--- config.mk ---
export PLATFORM = sky130hd
export DESIGN_NAME = sync_ram_arbiter
export DESIGN_NICKNAME = d
export VERILOG_FILES = /design/src/rtl/sync_ram_arbiter.sv
export SDC_FILE = /design/constraint.sdc
export NUM_CORES = 1
export LEC_CHECK = 0
export CAP_MARGIN = 20
export CELL_PAD_IN_SITES_DETAIL_PLACEMENT = 1
export CELL_PAD_IN_SITES_GLOBAL_PLACEMENT = 2
export CORE_ASPECT_RATIO = 0.8
export CORE_MARGIN = 3
export CORE_UTILIZATION = 13
export CTS_CLUSTER_SIZE = 16
export DETAILED_ROUTE_END_ITERATION = 7
export HOLD_SLACK_MARGIN = 0.05
export PLACE_DENSITY_LB_ADDON = 0.25
export REMOVE_ABC_BUFFERS = 1
export SYNTH_ARGS = -nofsm -noshare
export SYNTH_HDL_FRONTEND = slang
export SYNTH_SLANG_ARGS = --single-unit
--- constraint.sdc ---
create_clock -name i_clk -period 1.7 [get_ports i_clk]
set_clock_uncertainty 0.15 [all_clocks]
set_input_delay 0.17 -clock i_clk [delete_from_list [all_inputs] [get_ports i_clk]]
set_output_delay 0.17 -clock i_clk [all_outputs]
set_load 0.01 [all_outputs]
--- src/rtl/sync_ram_arbiter.sv ---
// Round-robin arbiter sharing one registered-read, byte-strobed synchronous RAM
// between NUM_REQ valid/ready requesters, with response hold under back-pressure.
module sync_ram_arbiter #(
  parameter int unsigned NUM_REQ    = 2,
  parameter int unsigned ADDR_WIDTH = 13
) (
  input  logic                      i_clk,
  input  logic                      i_rst_n,
  input  logic [NUM_REQ-1:0]        i_req_valid,
  output logic [NUM_REQ-1:0]        o_req_ready,
  input  logic [NUM_REQ*32-1:0]     i_req_addr,
  input  logic [NUM_REQ*4-1:0]      i_req_wstrb,
  input  logic [NUM_REQ*32-1:0]     i_req_wdata,
  output logic [NUM_REQ-1:0]        o_resp_valid,
  input  logic [NUM_REQ-1:0]        i_resp_ready,
  output logic [31:0]               o_resp_rdata,
  output logic [ADDR_WIDTH-1:0]     o_ram_raddr,
  output logic [ADDR_WIDTH-1:0]     o_ram_waddr,
  output logic [3:0]                o_ram_wstrb,
  output logic [31:0]               o_ram_wdata,
  input  logic [31:0]               i_ram_rdata
);

  localparam int unsigned IDW = (NUM_REQ > 1) ? $clog2(NUM_REQ) : 1;

  typedef enum logic {
    ST_IDLE = 1'b0,
    ST_RESP = 1'b1
  } state_t;

  state_t                r_state;
  state_t                w_state_nxt;
  logic [IDW-1:0]        r_owner;
  logic                  r_is_rd;
  logic                  r_first;
  logic [IDW-1:0]        r_rr_last;
  logic [31:0]           r_hold;

  logic                  w_found;
  logic [IDW-1:0]        w_win;
  logic [ADDR_WIDTH-1:0] w_word;
  logic [3:0]            w_strb;
  logic [31:0]           w_wdata;
  logic                  w_owner_rdy;
  logic                  w_grant_en;
  logic                  w_grant;
  logic [31:0]           w_first_data;
  logic                  w_unused_addr_bits;

  assign w_unused_addr_bits = ^i_req_addr;

  // Round-robin search: indices above r_rr_last first, then wrap to the rest.
  always_comb begin
    w_found = 1'b0;
    w_win   = '0;
    w_word  = '0;
    w_strb  = '0;
    w_wdata = '0;
    for (int unsigned i = 0; i < NUM_REQ; i++) begin
      if (!w_found && i_req_valid[i] && (IDW'(i) > r_rr_last)) begin
        w_found = 1'b1;
        w_win   = IDW'(i);
        w_word  = i_req_addr[32*i+2 +: ADDR_WIDTH];
        w_strb  = i_req_wstrb[4*i +: 4];
        w_wdata = i_req_wdata[32*i +: 32];
      end
    end
    for (int unsigned i = 0; i < NUM_REQ; i++) begin
      if (!w_found && i_req_valid[i] && (IDW'(i) <= r_rr_last)) begin
        w_found = 1'b1;
        w_win   = IDW'(i);
        w_word  = i_req_addr[32*i+2 +: ADDR_WIDTH];
        w_strb  = i_req_wstrb[4*i +: 4];
        w_wdata = i_req_wdata[32*i +: 32];
      end
    end
  end

  // Reset gates the grant so no RAM write can leave while reset is asserted.
  assign w_owner_rdy = i_resp_ready[r_owner];
  assign w_grant_en  = i_rst_n && ((r_state == ST_IDLE) || w_owner_rdy);
  assign w_grant     = w_grant_en && w_found;

  assign o_req_ready = w_grant ? (NUM_REQ'(1) << w_win) : '0;
  assign o_ram_raddr = (i_rst_n && w_found) ? w_word : '0;
  assign o_ram_waddr = (i_rst_n && w_found) ? w_word : '0;
  assign o_ram_wstrb = w_grant ? w_strb : 4'h0;
  assign o_ram_wdata = (w_grant && (w_strb != 4'h0)) ? w_wdata : 32'h0;

  assign w_first_data = r_is_rd ? i_ram_rdata : 32'h0;
  assign o_resp_valid = (r_state == ST_RESP) ? (NUM_REQ'(1) << r_owner) : '0;
  assign o_resp_rdata = (r_state != ST_RESP) ? 32'h0 :
                        r_first              ? w_first_data : r_hold;

  always_ff @(posedge i_clk or negedge i_rst_n) begin
    if (!i_rst_n) begin
      r_state <= ST_IDLE;
    end else begin
      r_state <= w_state_nxt;
    end
  end

  always_comb begin
    w_state_nxt = r_state;
    case (r_state)
      ST_IDLE: if (w_grant) w_state_nxt = ST_RESP;
      ST_RESP: if (w_owner_rdy && !w_grant) w_state_nxt = ST_IDLE;
      default: w_state_nxt = ST_IDLE;
    endcase
  end

  // Ownership, round-robin pointer and first-cycle read data capture.
  always_ff @(posedge i_clk or negedge i_rst_n) begin
    if (!i_rst_n) begin
      r_owner   <= '0;
      r_is_rd   <= 1'b0;
      r_first   <= 1'b0;
      r_rr_last <= IDW'(NUM_REQ - 1);
      r_hold    <= '0;
    end else begin
      r_first <= w_grant;
      if (w_grant) begin
        r_owner   <= w_win;
        r_is_rd   <= (w_strb == 4'h0);
        r_rr_last <= w_win;
      end
      if ((r_state == ST_RESP) && r_first) begin
        r_hold <= w_first_data;
      end
    end
  end

endmodule

==> metrics.txt <==
cell area after synthesis=0.00262 sq mm; Placed Area=0.00532 sq mm; crit share post-route=131%; Leak=2.79 nW; Sink Count=37; cell count after synthesis=273; RSZ-0062 raised after global routing=true; gr usage total=12.9%; Main synth FF type=dfrtp_1; post-DR wirelength/cell=20.6 um; failing checks=negative setup slack; fmax=450 MHz; DR DRC count=0; CP max stage delay=roughly 0.55 ns; Routed WL=about 17,000 um; synth top area cells=dfrtp_1 34%, a22o_1 21%, a32oi_1 16%; initial DRC count=142; Worst VDD drop=0.000355 V; crit path time final=2.22 ns; ANT cells=0; via count=3,598; FILL cells=2,228; Synth warnings=0; grt ovf=0; sequential power share=24.5%; Hold Path Class=primary input to flip-flop; initial antenna violation count=2; PortBufs=233; Max FO, Critical Path=10; Setup crit end kind=primary output; register area share after synthesis=35.4%; WP data required=1.38 ns; crit-path cells=buf_6 > nand2b_4 > buf_12 > buf_4 > buf_4 > a32oi_1 > nor3_1 > buf_2; syn_area_per_cell=~9.6 sq um; Gate power share=55.9%; library cells used by synthesis=27; # placed instances=745; Worst-Margin Slew=between 0.5 and 0.6 ns; Worst path slowest cell=dfstp_2; Reg clk slew, reported paths=approximately 0.060 ns; Clock power frac=19.6%; Top-Level Pins=272; placed wire-length estimate=10,600 um; Post-synth top cells=64 x a22o_1, 49 x a32oi_1, 36 x dfrtp_1, 28 x nor3_1, 21 x clkbuf_1; largest net degree at the start of global routing=39; Net Switching=1.87 mW; crit path DAT=between 1.5 and 2 ns; Routed Antenna Nets=0; Setup WS pre-CTS=-0.926 ns; Final Hold Viols=0; Initial Util=13.5%; Core Box Area=0.0194 sq mm; htree depth=2; CTS buffer count=5; max_slew headroom=65.1%; final setup margin=-0.520 ns; Crit Path Class=flip-flop to primary output; Longest Clk Path Bufs=2; share of the synthesized area in the top cell type=34.4%; fraction of power spent switching nets=33.6%; #FFs+latches synth=37; EDFF count, synth=0; Slew Limit Fails=0; post-synth top area cell=dfrtp_1; Int Power=3.69 mW; Most common cell on crit path=buf_4; Finished Layout Cells=about 810; fin area=~0.0063 sq mm; first-pass GRT wire length=about 22,000 um; final setup fails=94; vias in the first global route=3,819; Syn-to-layout area delta=139%; max_cap viols=0; row count=45; cell with the most instances after synthesis=a22o_1; WHS=0.216 ns; worst skew pair latency=0.28 ns; status=complete, but fails checks; Die Height=between 100 and 150 um; PwrDens=888 mW/mm^2; Pre-Repair DR Iteration Count=6; CTS tree=yes; share of cells above drive strength 1=44.7%; clock root cell=clkbuf_16; chip width=approximately 160 um; Worst Setup Start Kind=flip-flop; NumNets Final=723; via/cell ratio=~4.5; Placer Congestion=0.748; total power=5.55 mW; full die area=~0.022 sq mm; async set-reset flop share out of synthesis=100%
## sequential cells by signal, summed over array words and instances, names as in the netlist
register and cells:
r_first 1, r_hold 32, r_state 1, r_is_rd 1
r_owner 1, r_rr_last 1
## critical path, delay by kind of cell, from the launching register on
kind,cells,cell delay (ns)
flops,1,0.55
buf+inv,5,0.62
simple gates,2,0.35
compound gates,1,0.09
## power by group through the flow
stage	Sequential, mW	Clock (mW)	Combinational (mW)
global route	1.40	1.16	3.32
finish	1.36	1.09	3.11
CTS	1.35	1.12	2.71
detailed placement	1.36	0	2.45
global placement	1.36	0	2.43
floorplan	1.33	0	1.01
## cells in the final DEF (no fill, tap or decap), drive strengths merged, types with 8 or more instances in the layout
cell / instances
a32oi: 50
buf: 172
clkdlybuf4s50: 127
clkbuf: 20
dlymetal6s2s: 8
dfrtp: 36
nor3: 32
nor2: 18
a22o: 64
## per-stage QoR
stage	utilization [%]	setup TNS, ns
global route	32.3	-38.62
finish	32.3	-31.60
floorplan	-	-86.43
global placement	27.5	-56.85
CTS	29.0	-43.38
detailed placement	27.5	-57.59
## routing by layer
metal  part of all wire [%]  up-vias  wire length [um]  track usage (%)
li1                       -     1651                 -                -
met1                     40     1757              6590             15.2
met2                     50      174              8330             22.1
met3                    9.6       12              1600             5.20
met4                   0.65        4               108             2.56
met5                   0.16        -                27                0
## cells by family (layout without fill, tap and decap cells)
kind of cell / Yosys count / count (layout) / share of synthesized area, %
and+or+nand+nor: 61 / 61 / 12.0
muxes: 4 / 4 / 1.67
buffers and inverters: 54 / 331 / 10.9
AOI/OAI and AO/OA: 117 / 117 / 39.9
DFF: 37 / 37 / 35.4
## final cells by class
type	instances	area [sq um]	area share, %
Timing Repair Buffer	322	3090	49.4
Clock buffer	7	143	2.28
Tap cell	258	323	5.16
Multi-Input combinational cell	182	1740	27.8
Clock inverter	1	30.0	0.480
Sequential cell	37	927	14.8
Inverter	1	3.75	0.0600
## path summary, 6_finish.rpt
check | slack (ns) | startpoint | to | cells after the start
worst max-delay path | -0.52 | r_rr_last | o_ram_wdata[13] | 8
worst min-delay path | 0.22 | i_rst_n | r_state | 4
worst max register to register | -0.06 | r_rr_last | r_is_rd | 6
worst min register to register | 0.35 | r_hold[14] | r_hold[14] | 1
max in group asynchronous | 0.64 | i_rst_n | r_hold[27] | 3
min in group asynchronous | 0.38 | i_rst_n | r_first | 3
## what timing repair did
| item | 4_1_cts | 5_1_grt |
|---|---|---|
| hold endpoints to repair | 36 | 0 |
| setup buffers | 16 | 25 |
| hold buffers | 1 | 0 |
| pin swaps | 27 | 34 |
| gates resized for setup | 308 | 178 |
| gates cloned | 6 | 13 |
| setup endpoints to repair | 99 | 100 |
No activity file was read; power rests on OpenSTA's default activity.
